===== src/rtl/crc32_arb.sv =====
// Round-robin arbiter sharing one crc32_core among NUM_REQ requesters, one message per grant.
// Latency: req at cycle t -> gnt_o at t+1; datapath mux and response routing are combinational.
// Backpressure: losers see no ack/done and wait on req_i; grant held from start until core done.
//
// Ports:
//   clk, rstn                         clock, asynchronous active-low reset
//   req_i/start_i/val_i/lst_i         per-requester control, one bit each
//   dat_i [32k+31:32k], num_i [2k+1:2k] per-requester beat data / valid-bytes-minus-1
//   gnt_o, gnt_id_o, busy_o           registered one-hot grant, its index (held when idle), GNT|RUN
//   ack_o, done_o, crc_o              core responses routed to the granted requester, crc broadcast
//   core_*_o / core_*_i               crc32_core side
module crc32_arb #(
    parameter int NUM_REQ = 2,
    parameter int ID_WD   = 2
) (
    input  logic                   clk,
    input  logic                   rstn,
    input  logic [NUM_REQ-1:0]     req_i,
    input  logic [NUM_REQ-1:0]     start_i,
    input  logic [NUM_REQ-1:0]     val_i,
    input  logic [32*NUM_REQ-1:0]  dat_i,
    input  logic [2*NUM_REQ-1:0]   num_i,
    input  logic [NUM_REQ-1:0]     lst_i,
    output logic [NUM_REQ-1:0]     gnt_o,
    output logic [ID_WD-1:0]       gnt_id_o,
    output logic                   busy_o,
    output logic [NUM_REQ-1:0]     ack_o,
    output logic [NUM_REQ-1:0]     done_o,
    output logic [31:0]            crc_o,
    output logic                   core_start_o,
    output logic                   core_val_o,
    output logic                   core_lst_o,
    output logic [31:0]            core_dat_o,
    output logic [1:0]             core_num_o,
    input  logic                   core_done_i,
    input  logic                   core_val_i,
    input  logic [31:0]            core_dat_i
);

    typedef enum logic [1:0] {IDLE, GNT, RUN} state_t;

    state_t             state_r, state_nxt;
    logic [NUM_REQ-1:0] gnt_r, gnt_nxt;
    logic [ID_WD-1:0]   id_r, id_nxt;
    logic [ID_WD-1:0]   last_r, last_nxt;
    logic [ID_WD-1:0]   pick_id;
    logic               pick_vld;
    logic               busy;

    // Round-robin pick: scan offsets 1..NUM_REQ after the last served requester,
    // so the most recently served one has the lowest priority.
    always_comb begin
        pick_vld = 1'b0;
        pick_id  = '0;
        for (int i = 1; i <= NUM_REQ; i++) begin
            for (int k = 0; k < NUM_REQ; k++) begin
                if (!pick_vld && req_i[k] && ((int'(last_r) + i) % NUM_REQ) == k) begin
                    pick_vld = 1'b1;
                    pick_id  = ID_WD'(k);
                end
            end
        end
    end

    always_comb begin
        state_nxt = state_r;
        gnt_nxt   = gnt_r;
        id_nxt    = id_r;
        last_nxt  = last_r;
        case (state_r)
            IDLE: begin
                if (pick_vld) begin
                    state_nxt = GNT;
                    id_nxt    = pick_id;
                    for (int k = 0; k < NUM_REQ; k++) begin
                        gnt_nxt[k] = (pick_id == ID_WD'(k));
                    end
                end
            end
            GNT: begin
                // start beats a simultaneous req drop
                if (|(start_i & gnt_r)) begin
                    state_nxt = RUN;
                end else if (!(|(req_i & gnt_r))) begin
                    // withdrawal before start does not count as service
                    state_nxt = IDLE;
                    gnt_nxt   = '0;
                end
            end
            RUN: begin
                if (core_done_i) begin
                    state_nxt = IDLE;
                    gnt_nxt   = '0;
                    last_nxt  = id_r;
                end
            end
            default: begin
                state_nxt = IDLE;
                gnt_nxt   = '0;
            end
        endcase
    end

    always_ff @(posedge clk or negedge rstn) begin
        if (!rstn) begin
            state_r <= IDLE;
            gnt_r   <= '0;
            id_r    <= '0;
            last_r  <= ID_WD'(NUM_REQ - 1);
        end else begin
            state_r <= state_nxt;
            gnt_r   <= gnt_nxt;
            id_r    <= id_nxt;
            last_r  <= last_nxt;
        end
    end

    assign busy = (state_r != IDLE);

    // Data slice selection keyed off the registered grant index
    always_comb begin
        core_dat_o = '0;
        core_num_o = '0;
        for (int k = 0; k < NUM_REQ; k++) begin
            if (busy && id_r == ID_WD'(k)) begin
                core_dat_o = dat_i[32*k +: 32];
                core_num_o = num_i[2*k +: 2];
            end
        end
    end

    assign core_start_o = |(start_i & gnt_r);
    assign core_val_o   = |(val_i & gnt_r);
    assign core_lst_o   = |(lst_i & gnt_r);

    assign ack_o    = {NUM_REQ{core_val_i}} & gnt_r;
    assign done_o   = {NUM_REQ{core_done_i}} & gnt_r;
    assign crc_o    = core_dat_i;
    assign gnt_o    = gnt_r;
    assign gnt_id_o = id_r;
    assign busy_o   = busy;

endmodule


===== config.mk =====
export PLATFORM = sky130hd
export DESIGN_NAME = crc32_arb
export DESIGN_NICKNAME = d
export VERILOG_FILES = /design/src/rtl/crc32_arb.sv
export SDC_FILE = /design/constraint.sdc
export NUM_CORES = 1
export LEC_CHECK = 0
export CAP_MARGIN = 10
export CORE_AREA = 2 2 80 82
export CTS_CLUSTER_SIZE = 14
export DETAILED_ROUTE_END_ITERATION = 8
export DIE_AREA = 0 0 82 84
export PLACE_DENSITY = 0.85
export SLEW_MARGIN = 20
export SYNTH_ARGS = -nofsm -noshare
export SYNTH_HDL_FRONTEND = slang
export SYNTH_SLANG_ARGS = --single-unit

===== constraint.sdc =====
create_clock -name clk -period 1.33 [get_ports clk]
set_clock_uncertainty 0.15 [all_clocks]
set_input_delay 0.3325 -clock clk [delete_from_list [all_inputs] [get_ports clk]]
set_output_delay 0.3325 -clock clk [all_outputs]
set_load 0.01 [all_outputs]

Yosys cells after proc, flatten, opt, wreduce, memory -nomap -nowiden
Index checks and enable logic that the tools add are counted.
{"block": "classes", "n_mul": 0, "mux": 19, "shifts": 0, "order_cmp": 0, "eq_ne": 11, "div_mod_pow": 0, "bitwise_logic": 8, "add_sub_neg": 2, "n_reduce_logical": 26}
{"cell": "32-bit logical NOT", "n": 2}
{"cell": "32-bit two-way mux", "n": 2}
{"cell": "2-bit two-way mux", "n": 9}
{"cell": "2-bit AND", "n": 6}
{"cell": "2-bit case mux with 3 select lines", "n": 2}
{"cell": "1-bit logical AND", "n": 9}
{"cell": "2-bit inequality test, second input constant", "n": 4}
{"cell": "2-bit OR reduction", "n": 4}
{"cell": "2-bit by 1-bit equality test with 1-bit output, second input constant", "n": 3}
{"cell": "2-bit equality test, second input constant", "n": 3}
{"cell": "2-bit logical NOT", "n": 3}
{"cell": "1-bit two-way mux", "n": 6}
{"cell": "2-bit AND reduction", "n": 2}
{"cell": "4-bit AND reduction", "n": 1}
{"cell": "1-bit logical NOT", "n": 3}
{"cell": "3-bit inequality test, second input constant", "n": 1}
{"cell": "3-bit AND reduction", "n": 1}
{"cell": "1-bit adder, second input constant", "n": 2}
{"cell": "1-bit AND, first input constant", "n": 2}
{"cell": "2-bit nonzero test", "n": 1}
{"block": "totals", "output_inout_bits": 78, "inputBits": 112, "romBits": 0, "mem_bits_rw": 0, "memories": 0, "reg_bits": 7, "latch_bits": 0}

Logic depth before layout (Yosys ltp)
Gate-level depths: netlist of the first run.
{"block": "depth", "word_depth": 20, "ltp_mapped": 5, "mapped_depth_nobuf": 4}

Least setup slack after synthesis of the first run
No wires, ideal clock.
{"block": "synth_path", "path_type": "flip-flop to output port", "from": "reg id_r[0], in the netlist gnt_id_o[0]", "to": "out core_dat_o[10]", "arrival_ns": 1.090, "slack_ns": -0.243, "required_ns": 0.847, "path_stages_with_launch": 5, "path_buffers": 2, "cell_sequence": "dfrtp_1 > buf_2 > buf_4 > mux2i_1 > nor2_1"}
{"block": "synth_via", "elab_chain_len": 4, "word_cells_on_any_way": 6, "cone_classes": "eq/ne: 1; mux: 2; reduce/logical: 3"}
{"item": "from (decl)", "line_no": "44", "text": "logic [ID_WD-1:0] id_r, id_nxt;"}
{"item": "from (signal assigned)", "line_no": "113", "text": "id_r <= id_nxt;"}
{"item": "2-bit logical NOT", "line_no": "125", "text": "if (busy && id_r == ID_WD'(k)) begin"}
{"item": "1-bit logical AND", "line_no": "125"}
{"item": "32-bit two-way mux", "line_no": "125"}
{"item": "32-bit two-way mux *", "line_no": "125"}
{"item": "to (decl)", "line_no": "33", "text": "output logic [31:0] core_dat_o,"}
Every way passes the cells marked *; elsewhere a longest branch is shown, timed or not.

Final worst setup path of the first run
{"block": "layout_path", "from": "reg id_r[0], in the netlist gnt_id_o[0]", "to": "out core_dat_o[18]"}
Same word-level chain as after synthesis.

==> flow_results.xml, run 1 <==
<?xml version="1.0" encoding="UTF-8"?>
<metrics>
  <group name="layout">
    <metric name="final_cell_count_no_fill" unit="">353</metric>
    <metric name="fin_nets" unit="">389</metric>
    <metric name="fillCellCount" unit="">595</metric>
    <metric name="post_route_cells_drive_above_1_share" unit="%">39.5</metric>
    <metric name="number_of_antenna_cells_inserted" unit="">0</metric>
    <metric name="syn2layout_area_growth" unit="%">123</metric>
  </group>
  <group name="timing">
    <metric name="fin_crit_sh" unit="%">137</metric>
    <metric name="final_critical_path_time_including_i_o_delays_and_setup" unit="ns">1.83</metric>
    <metric name="drv_slew" unit="">0</metric>
    <metric name="postLayoutSetupSlackWorst" unit="ns">-0.499</metric>
    <metric name="finalHoldViolCount" unit="">0</metric>
    <metric name="setup_viol_count_final" unit="">47</metric>
    <metric name="totalNegativeSetupSlack" unit="ns">-16.80</metric>
    <metric name="clock.fmax" unit="MHz">547</metric>
    <metric name="setup_repair_after_global_routing_missed_its_margin" unit="">yes</metric>
  </group>
  <group name="synth">
    <metric name="netlist.area_leader.share" unit="%">29.0</metric>
    <metric name="syn_area" unit="mm²">0.00117</metric>
    <metric name="synth_simple_gate_area_share" unit="%">20.8</metric>
    <metric name="synth_top_family_by_area" unit="">multiplexers</metric>
    <metric name="syn_nets" unit="">269</metric>
    <metric name="yosys.area.top_type" unit="">mux2i_1</metric>
    <metric name="synth_xor_xnor_area_share" unit="%">0</metric>
    <metric name="synth.area.top_cells" unit="">mux2i_1 29%, buf_4 23%, nor2_1 12%</metric>
    <metric name="yosys_register_bits" unit="">6</metric>
    <metric name="postSynth.topFlopCell" unit="">dfrtp_1</metric>
    <metric name="async_flop_share" unit="%">100</metric>
    <metric name="synthesis.yosys.warnings" unit="">0</metric>
    <metric name="yosys.area_share.adder" unit="%">0</metric>
    <metric name="synth.area.mux_share" unit="%">30.0</metric>
    <metric name="synth_compound_gate_area_share" unit="%">9.71</metric>
    <metric name="synth_commonest_cells" unit="">36 x buf_4, 36 x nor2_1, 34 x mux2i_1</metric>
    <metric name="synth_enable_flop_cells" unit="">0</metric>
    <metric name="synthCells" unit="">157</metric>
    <metric name="post_synth.cell_area_avg" unit="µm²">7.47</metric>
    <metric name="synth_cell_type_count" unit="">27</metric>
    <metric name="synth.yosys.seq_area_share" unit="%">12.9</metric>
  </group>
  <group name="global_routing">
    <metric name="grt-ovfl-total" unit="">0</metric>
    <metric name="first_global_vias" unit="">1482</metric>
    <metric name="groute.usage.overall" unit="%">12.1</metric>
    <metric name="grt_antenna_before_repair" unit="">0</metric>
    <metric name="grt_max_degree" unit="">24</metric>
    <metric name="global_route_wire_length_before_repair" unit="mm">6.68</metric>
  </group>
  <group name="outcome">
    <metric name="outcome" unit="">finished, violations left</metric>
    <metric name="violations_in_the_final_reports" unit="">negative setup slack</metric>
  </group>
  <group name="placement">
    <metric name="finalWeightedCongestion" unit="">0.854</metric>
    <metric name="io_buffers" unit="">124</metric>
    <metric name="post_dp_hpwl" unit="mm">3.56</metric>
    <metric name="placed_instance_count" unit="">333</metric>
  </group>
  <group name="clock_tree">
    <metric name="tritoncts" unit="">yes</metric>
    <metric name="clockRootBuffer" unit="">clkbuf_8</metric>
    <metric name="clk_transition_reported_paths" unit="ns">0.04</metric>
    <metric name="clock-sinks" unit="">6</metric>
    <metric name="ctsLongestPathBuffers" unit="">2</metric>
    <metric name="cts_hold_repair.buffers" unit="">0</metric>
    <metric name="tritoncts.num_buffers" unit="">3</metric>
    <metric name="htree_levels" unit="">1</metric>
    <metric name="worstSkewPairLatency" unit="ns">0.23</metric>
  </group>
  <group name="worst_setup_path">
    <metric name="r2r_cells" unit="">6</metric>
    <metric name="regToRegEndpoint" unit="">state_r[0]$_DFFE_PN0P_</metric>
    <metric name="critPathMaxFanout" unit="">7</metric>
    <metric name="critPathSlowestCell" unit="">dfrtp_2</metric>
    <metric name="crit_path_cell_trace" unit="">buf_6 &gt; buf_16 &gt; mux2i_1 &gt; nor2_1 &gt; buf_2</metric>
    <metric name="critical_path.max_stage_delay" unit="ns">0.43</metric>
    <metric name="worst-endpoint-arrival" unit="ns">1.35</metric>
    <metric name="reg2reg_setup_slack" unit="ns">-0.19</metric>
    <metric name="worst_r2r_startpoint" unit="">gnt_o[1]$_DFFE_PN0P_</metric>
    <metric name="cp-start-kind" unit="">register</metric>
    <metric name="required" unit="ns">0.85</metric>
    <metric name="cp-end-kind" unit="">output port</metric>
    <metric name="kind_of_critical_path" unit="">register to output port</metric>
    <metric name="cp-startpoint" unit="">gnt_id_o[0]$_DFFE_PN0P_</metric>
  </group>
  <group name="die">
    <metric name="fp.coreArea" unit="mm²">0.00610</metric>
    <metric name="boundaryPins" unit="">190</metric>
    <metric name="die_w" unit="µm">82</metric>
    <metric name="floorplan.initialDensity" unit="%">19.2</metric>
    <metric name="design.die.area" unit="mm²">0.00689</metric>
    <metric name="floorplan.die.height" unit="µm">84</metric>
    <metric name="placement_rows" unit="">29</metric>
  </group>
  <group name="detailed_routing">
    <metric name="totalWireLength" unit="mm">5.05</metric>
    <metric name="detailedRoute.firstPassIterationCount" unit="">4</metric>
    <metric name="wl_per_cell" unit="µm">14.3</metric>
    <metric name="vias" unit="">1495</metric>
    <metric name="drt-vias-per-instance" unit="">4.24</metric>
    <metric name="drc" unit="">0</metric>
    <metric name="route.antenna.remaining_nets" unit="">0</metric>
    <metric name="dr.first_iter.drc_count" unit="">32</metric>
  </group>
  <group name="pwr">
    <metric name="cellPowerDensity" unit="mW/mm²">2030</metric>
    <metric name="leakagePower" unit="nW">1.23</metric>
    <metric name="vdd.ir_drop.worst" unit="mV">0.864</metric>
  </group>
  <group name="min_path">
    <metric name="hp-class" unit="">primary input to async pin</metric>
  </group>
  <group name="run">
    <metric name="maxCapViolCount" unit="">0</metric>
  </group>
</metrics>
==> sequential cells by signal (all words and copies together) (netlist names) <==
signal / flops
state_r: 2
gnt_id_o: 1
last_r: 1
gnt_o: 2
==> how the worst max path moves through the flow <==
stage                           to
floorplan           core_dat_o[10]
global placement     core_dat_o[2]
detailed placement   core_dat_o[2]
CTS                  core_dat_o[2]
global route        core_dat_o[18]
finish              core_dat_o[18]
==> repair_timing <==
| action | in CTS | in global routing |
|---|---|---|
| gates resized for setup | 213 | 38 |
| pin swaps | 14 | 18 |
| cloned | 2 | 4 |
| buffers inserted | 11 | 4 |
| setup endpoints to repair | 50 | 50 |
==> worst max-delay path, delay by kind of cell, from the launching register on <==
kind / cells / cell delay [ns]
flops: 1 / 0.43
simple gates: 1 / 0.13
buf+inv: 3 / 0.44
mux: 1 / 0.12
==> metrics by stage <==
| stage | instance area [µm²] | utilization [%] | worst slack [ns] | hold slack, ns | power (mW) |
|---|---|---|---|---|---|
| after floorplan | 1220 | - | -0.151 | -0.113 | 2.39 |
| final | 2610 | 42.8 | -0.499 | 0.198 | 5.30 |
| after global routing | 2610 | 42.8 | -0.552 | 0.222 | 5.66 |
| after global placement | 2380 | 39.0 | -0.679 | 0.445 | 4.17 |
| after CTS | 2410 | 39.5 | -0.515 | 0.215 | 4.62 |
| after detailed placement | 2380 | 39.0 | -0.708 | 0.459 | 4.22 |
==> layer usage <==
layer	global-route usage (%)	wire (µm)	vias to the layer above
met2	23.1	2650	74
met3	3.35	584	8
met4	3.79	48	0
met1	12.1	1760	673
li1	-	-	740
met5	0	0	-
==> power breakdown <==
part | internal, mW | leakage, nW | total, mW | switching (mW)
clock network | 0.207 | 0.0228 | 0.299 | 0.0917
registers | 0.287 | 0.0697 | 0.398 | 0.111
logic | 2.60 | 1.14 | 4.61 | 2.00
total | 3.10 | 1.23 | 5.30 | 2.20
==> layout by cell type (no fill, tap or decap), types with 4 or more instances in the layout <==
| cell | n |
|---|---|
| nor2_2 | 5 |
| buf_2 | 38 |
| buf_4 | 10 |
| buf_6 | 23 |
| nor2_1 | 28 |
| clkdlybuf4s50_1 | 69 |
| a22o_1 | 4 |
| dlygate4sd2_1 | 10 |
| nor2_4 | 4 |
| mux2i_1 | 28 |
==> kinds of logic after synthesis <==
family	count (synthesis)
and+or+nand+nor	55
buffers and inverters	44
muxes	35
DFF	6
other	1
AOI/OAI and AO/OA	16
==> layout make-up <==
cell class / count / area (µm²) / share of cell area (%)
Timing Repair Buffer: 158 / 1480 / 56.7
Inverter: 1 / 6.26 / 0.240
Clock buffer: 4 / 45.0 / 1.73
Tap cell: 77 / 96.3 / 3.69
Sequential cell: 6 / 155 / 5.94
Multi-Input combinational cell: 107 / 827 / 31.7
Note: power is estimated with default switching activity, not from simulation.
==> inputs of run 2 (changes only) <==
--- a/config.mk
+++ b/config.mk
@@ -11,6 +11,7 @@
 export DETAILED_ROUTE_END_ITERATION = 8
 export DIE_AREA = 0 0 82 84
 export PLACE_DENSITY = 0.85
+export RECOVER_POWER = 50
 export SLEW_MARGIN = 20
 export SYNTH_ARGS = -nofsm -noshare
 export SYNTH_HDL_FRONTEND = slang
==> flow_results.xml, run 2 (same netlist as run 1, synthesis figures left out) <==
<?xml version="1.0" encoding="UTF-8"?>
<metrics>
  <group name="die">
    <metric name="floorplan.initialDensity" unit="%">19.2</metric>
    <metric name="placement_rows" unit="">29</metric>
    <metric name="die_w" unit="µm">82</metric>
    <metric name="fp.coreArea" unit="mm²">0.00610</metric>
    <metric name="boundaryPins" unit="">190</metric>
    <metric name="design.die.area" unit="mm²">0.00689</metric>
    <metric name="floorplan.die.height" unit="µm">84</metric>
  </group>
  <group name="layout">
    <metric name="number_of_antenna_cells_inserted" unit="">0</metric>
    <metric name="post_route_cells_drive_above_1_share" unit="%">39.5</metric>
    <metric name="layout.cell_area.non_filler" unit="mm²">0.00261</metric>
    <metric name="syn2layout_area_growth" unit="%">123</metric>
    <metric name="fillCellCount" unit="">595</metric>
    <metric name="layout_common_cells" unit="">68 x clkdlybuf4s50_1, 38 x buf_2, 28 x mux2i_1, 28 x nor2_1, 23 x buf_6</metric>
    <metric name="sequential_cell_area" unit="µm²">155</metric>
    <metric name="mostFrequentLayoutCell" unit="">clkdlybuf4s50_1</metric>
    <metric name="multi_input_area" unit="µm²">827</metric>
    <metric name="fin_nets" unit="">389</metric>
    <metric name="final_cell_count_no_fill" unit="">353</metric>
  </group>
  <group name="worst_setup_path">
    <metric name="worst-endpoint-arrival" unit="ns">1.35</metric>
    <metric name="cp-start-kind" unit="">register</metric>
    <metric name="reg2reg_setup_slack" unit="ns">-0.19</metric>
    <metric name="cp-startpoint" unit="">gnt_id_o[0]$_DFFE_PN0P_</metric>
    <metric name="required" unit="ns">0.85</metric>
    <metric name="kind_of_critical_path" unit="">register to output port</metric>
    <metric name="critPathMaxFanout" unit="">7</metric>
    <metric name="worst_r2r_startpoint" unit="">gnt_o[1]$_DFFE_PN0P_</metric>
    <metric name="cp-end-kind" unit="">output port</metric>
  </group>
  <group name="clock_tree">
    <metric name="htree_levels" unit="">1</metric>
    <metric name="ctsLongestPathBuffers" unit="">2</metric>
    <metric name="tritoncts.num_buffers" unit="">3</metric>
    <metric name="tritoncts" unit="">yes</metric>
    <metric name="worstSkewPairLatency" unit="ns">0.23</metric>
    <metric name="clockRootBuffer" unit="">clkbuf_8</metric>
    <metric name="clk_transition_reported_paths" unit="ns">0.04</metric>
    <metric name="clock-sinks" unit="">6</metric>
  </group>
  <group name="pwr">
    <metric name="cellPowerDensity" unit="mW/mm²">2030</metric>
    <metric name="vdd.ir_drop.worst" unit="mV">0.864</metric>
    <metric name="leakagePower" unit="nW">1.23</metric>
    <metric name="post-layout-total-power" unit="mW">5.30</metric>
  </group>
  <group name="timing">
    <metric name="finalHoldViolCount" unit="">0</metric>
    <metric name="final_critical_path_time_including_i_o_delays_and_setup" unit="ns">1.83</metric>
    <metric name="setup_viol_count_final" unit="">47</metric>
    <metric name="fin_crit_sh" unit="%">137</metric>
    <metric name="totalNegativeSetupSlack" unit="ns">-16.80</metric>
    <metric name="postLayoutSetupSlackWorst" unit="ns">-0.499</metric>
    <metric name="drv_slew" unit="">0</metric>
    <metric name="clock.fmax" unit="MHz">547</metric>
    <metric name="setup_repair_after_global_routing_missed_its_margin" unit="">yes</metric>
  </group>
  <group name="detailed_routing">
    <metric name="vias" unit="">1495</metric>
    <metric name="wl_per_cell" unit="µm">14.3</metric>
    <metric name="drt-vias-per-instance" unit="">4.24</metric>
    <metric name="drc" unit="">0</metric>
    <metric name="route.antenna.remaining_nets" unit="">0</metric>
    <metric name="totalWireLength" unit="mm">5.05</metric>
    <metric name="dr.first_iter.drc_count" unit="">32</metric>
    <metric name="detailedRoute.firstPassIterationCount" unit="">4</metric>
  </group>
  <group name="placement">
    <metric name="io_buffers" unit="">124</metric>
    <metric name="dp_worst_setup_slack" unit="ns">-0.708</metric>
    <metric name="dpl-instance-area" unit="mm²">0.00238</metric>
    <metric name="post_dp_hpwl" unit="mm">3.56</metric>
    <metric name="placed_instance_count" unit="">333</metric>
    <metric name="finalWeightedCongestion" unit="">0.854</metric>
  </group>
  <group name="min_path">
    <metric name="hp-class" unit="">primary input to async pin</metric>
  </group>
  <group name="global_routing">
    <metric name="global_route_wire_length_before_repair" unit="mm">6.68</metric>
    <metric name="first_global_vias" unit="">1482</metric>
    <metric name="grt_antenna_before_repair" unit="">0</metric>
    <metric name="groute.usage.overall" unit="%">12.1</metric>
    <metric name="grt_max_degree" unit="">24</metric>
    <metric name="grt-ovfl-total" unit="">0</metric>
  </group>
  <group name="outcome">
    <metric name="outcome" unit="">finished, violations left</metric>
    <metric name="violations_in_the_final_reports" unit="">negative setup slack</metric>
  </group>
  <group name="run">
    <metric name="maxCapViolCount" unit="">0</metric>
  </group>
</metrics>
==> run 2: cell count changes in the layout (fill, tap and decap cells not counted), sizes merged <==
cell | before | now
clkdlybuf4s50 | 69 | 68
dlygate4sd3 | 0 | 1
==> run 2: power by group <==
part	switching (mW)	leakage (nW)	internal (mW)
Combinational	2.00	1.14	2.60
Sequential	0.111	0.0697	0.287
Clock	0.0917	0.0228	0.207
==> run 2: path summary, 6_finish.rpt <==
check / end / depth (start not counted)
max in group asynchronous: last_r[0]$_DFFE_PN1P_ / 1
worst max-delay path: core_dat_o[18] / 5
worst max register to register: state_r[0]$_DFFE_PN0P_ / 6
min in group clk: state_r[1]$_DFFE_PN0P_ / 3
worst min register to register: last_r[0]$_DFFE_PN1P_ / 1
worst min-delay path: state_r[0]$_DFFE_PN0P_ / 1
==> run 2: per-layer routing <==
| layer | share of wire (%) | GRT usage [%] |
|---|---|---|
| met5 | 0 | 0 |
| met2 | 52 | 23.1 |
| met3 | 12 | 3.35 |
| met1 | 35 | 12.1 |
| met4 | 0.95 | 3.79 |
==> run 2: critical path, cell delays in order, from the launching register on <==
cell	delay [ns]
dfrtp_2	0.43
buf_6	0.15
buf_16	0.14
mux2i_1	0.12
nor2_1	0.13
buf_2	0.15
==> run 2: cell type report <==
cell class | count | area share (%)
inverter | 1 | 0.240
timing repair buffer | 158 | 56.7
tap | 77 | 3.69
multi-input combinational | 107 | 31.7
clock buffer | 4 | 1.73
sequential | 6 | 5.94
==> run 2: what timing repair did <==
item	CTS	global route
setup buffers	11	4
hold buffers	0	0
pin swaps	14	18
cloned	2	4
gates resized for setup	213	38
endpoints found under the setup margin	50	50
==> run 2: through the flow <==
step | hold slack [ns] | utilization, %
floorplan | -0.113 | -
global placement | 0.445 | 39.0
detailed placement | 0.459 | 39.0
CTS | 0.215 | 39.5
global route | 0.293 | 42.8
finish | 0.269 | 42.8
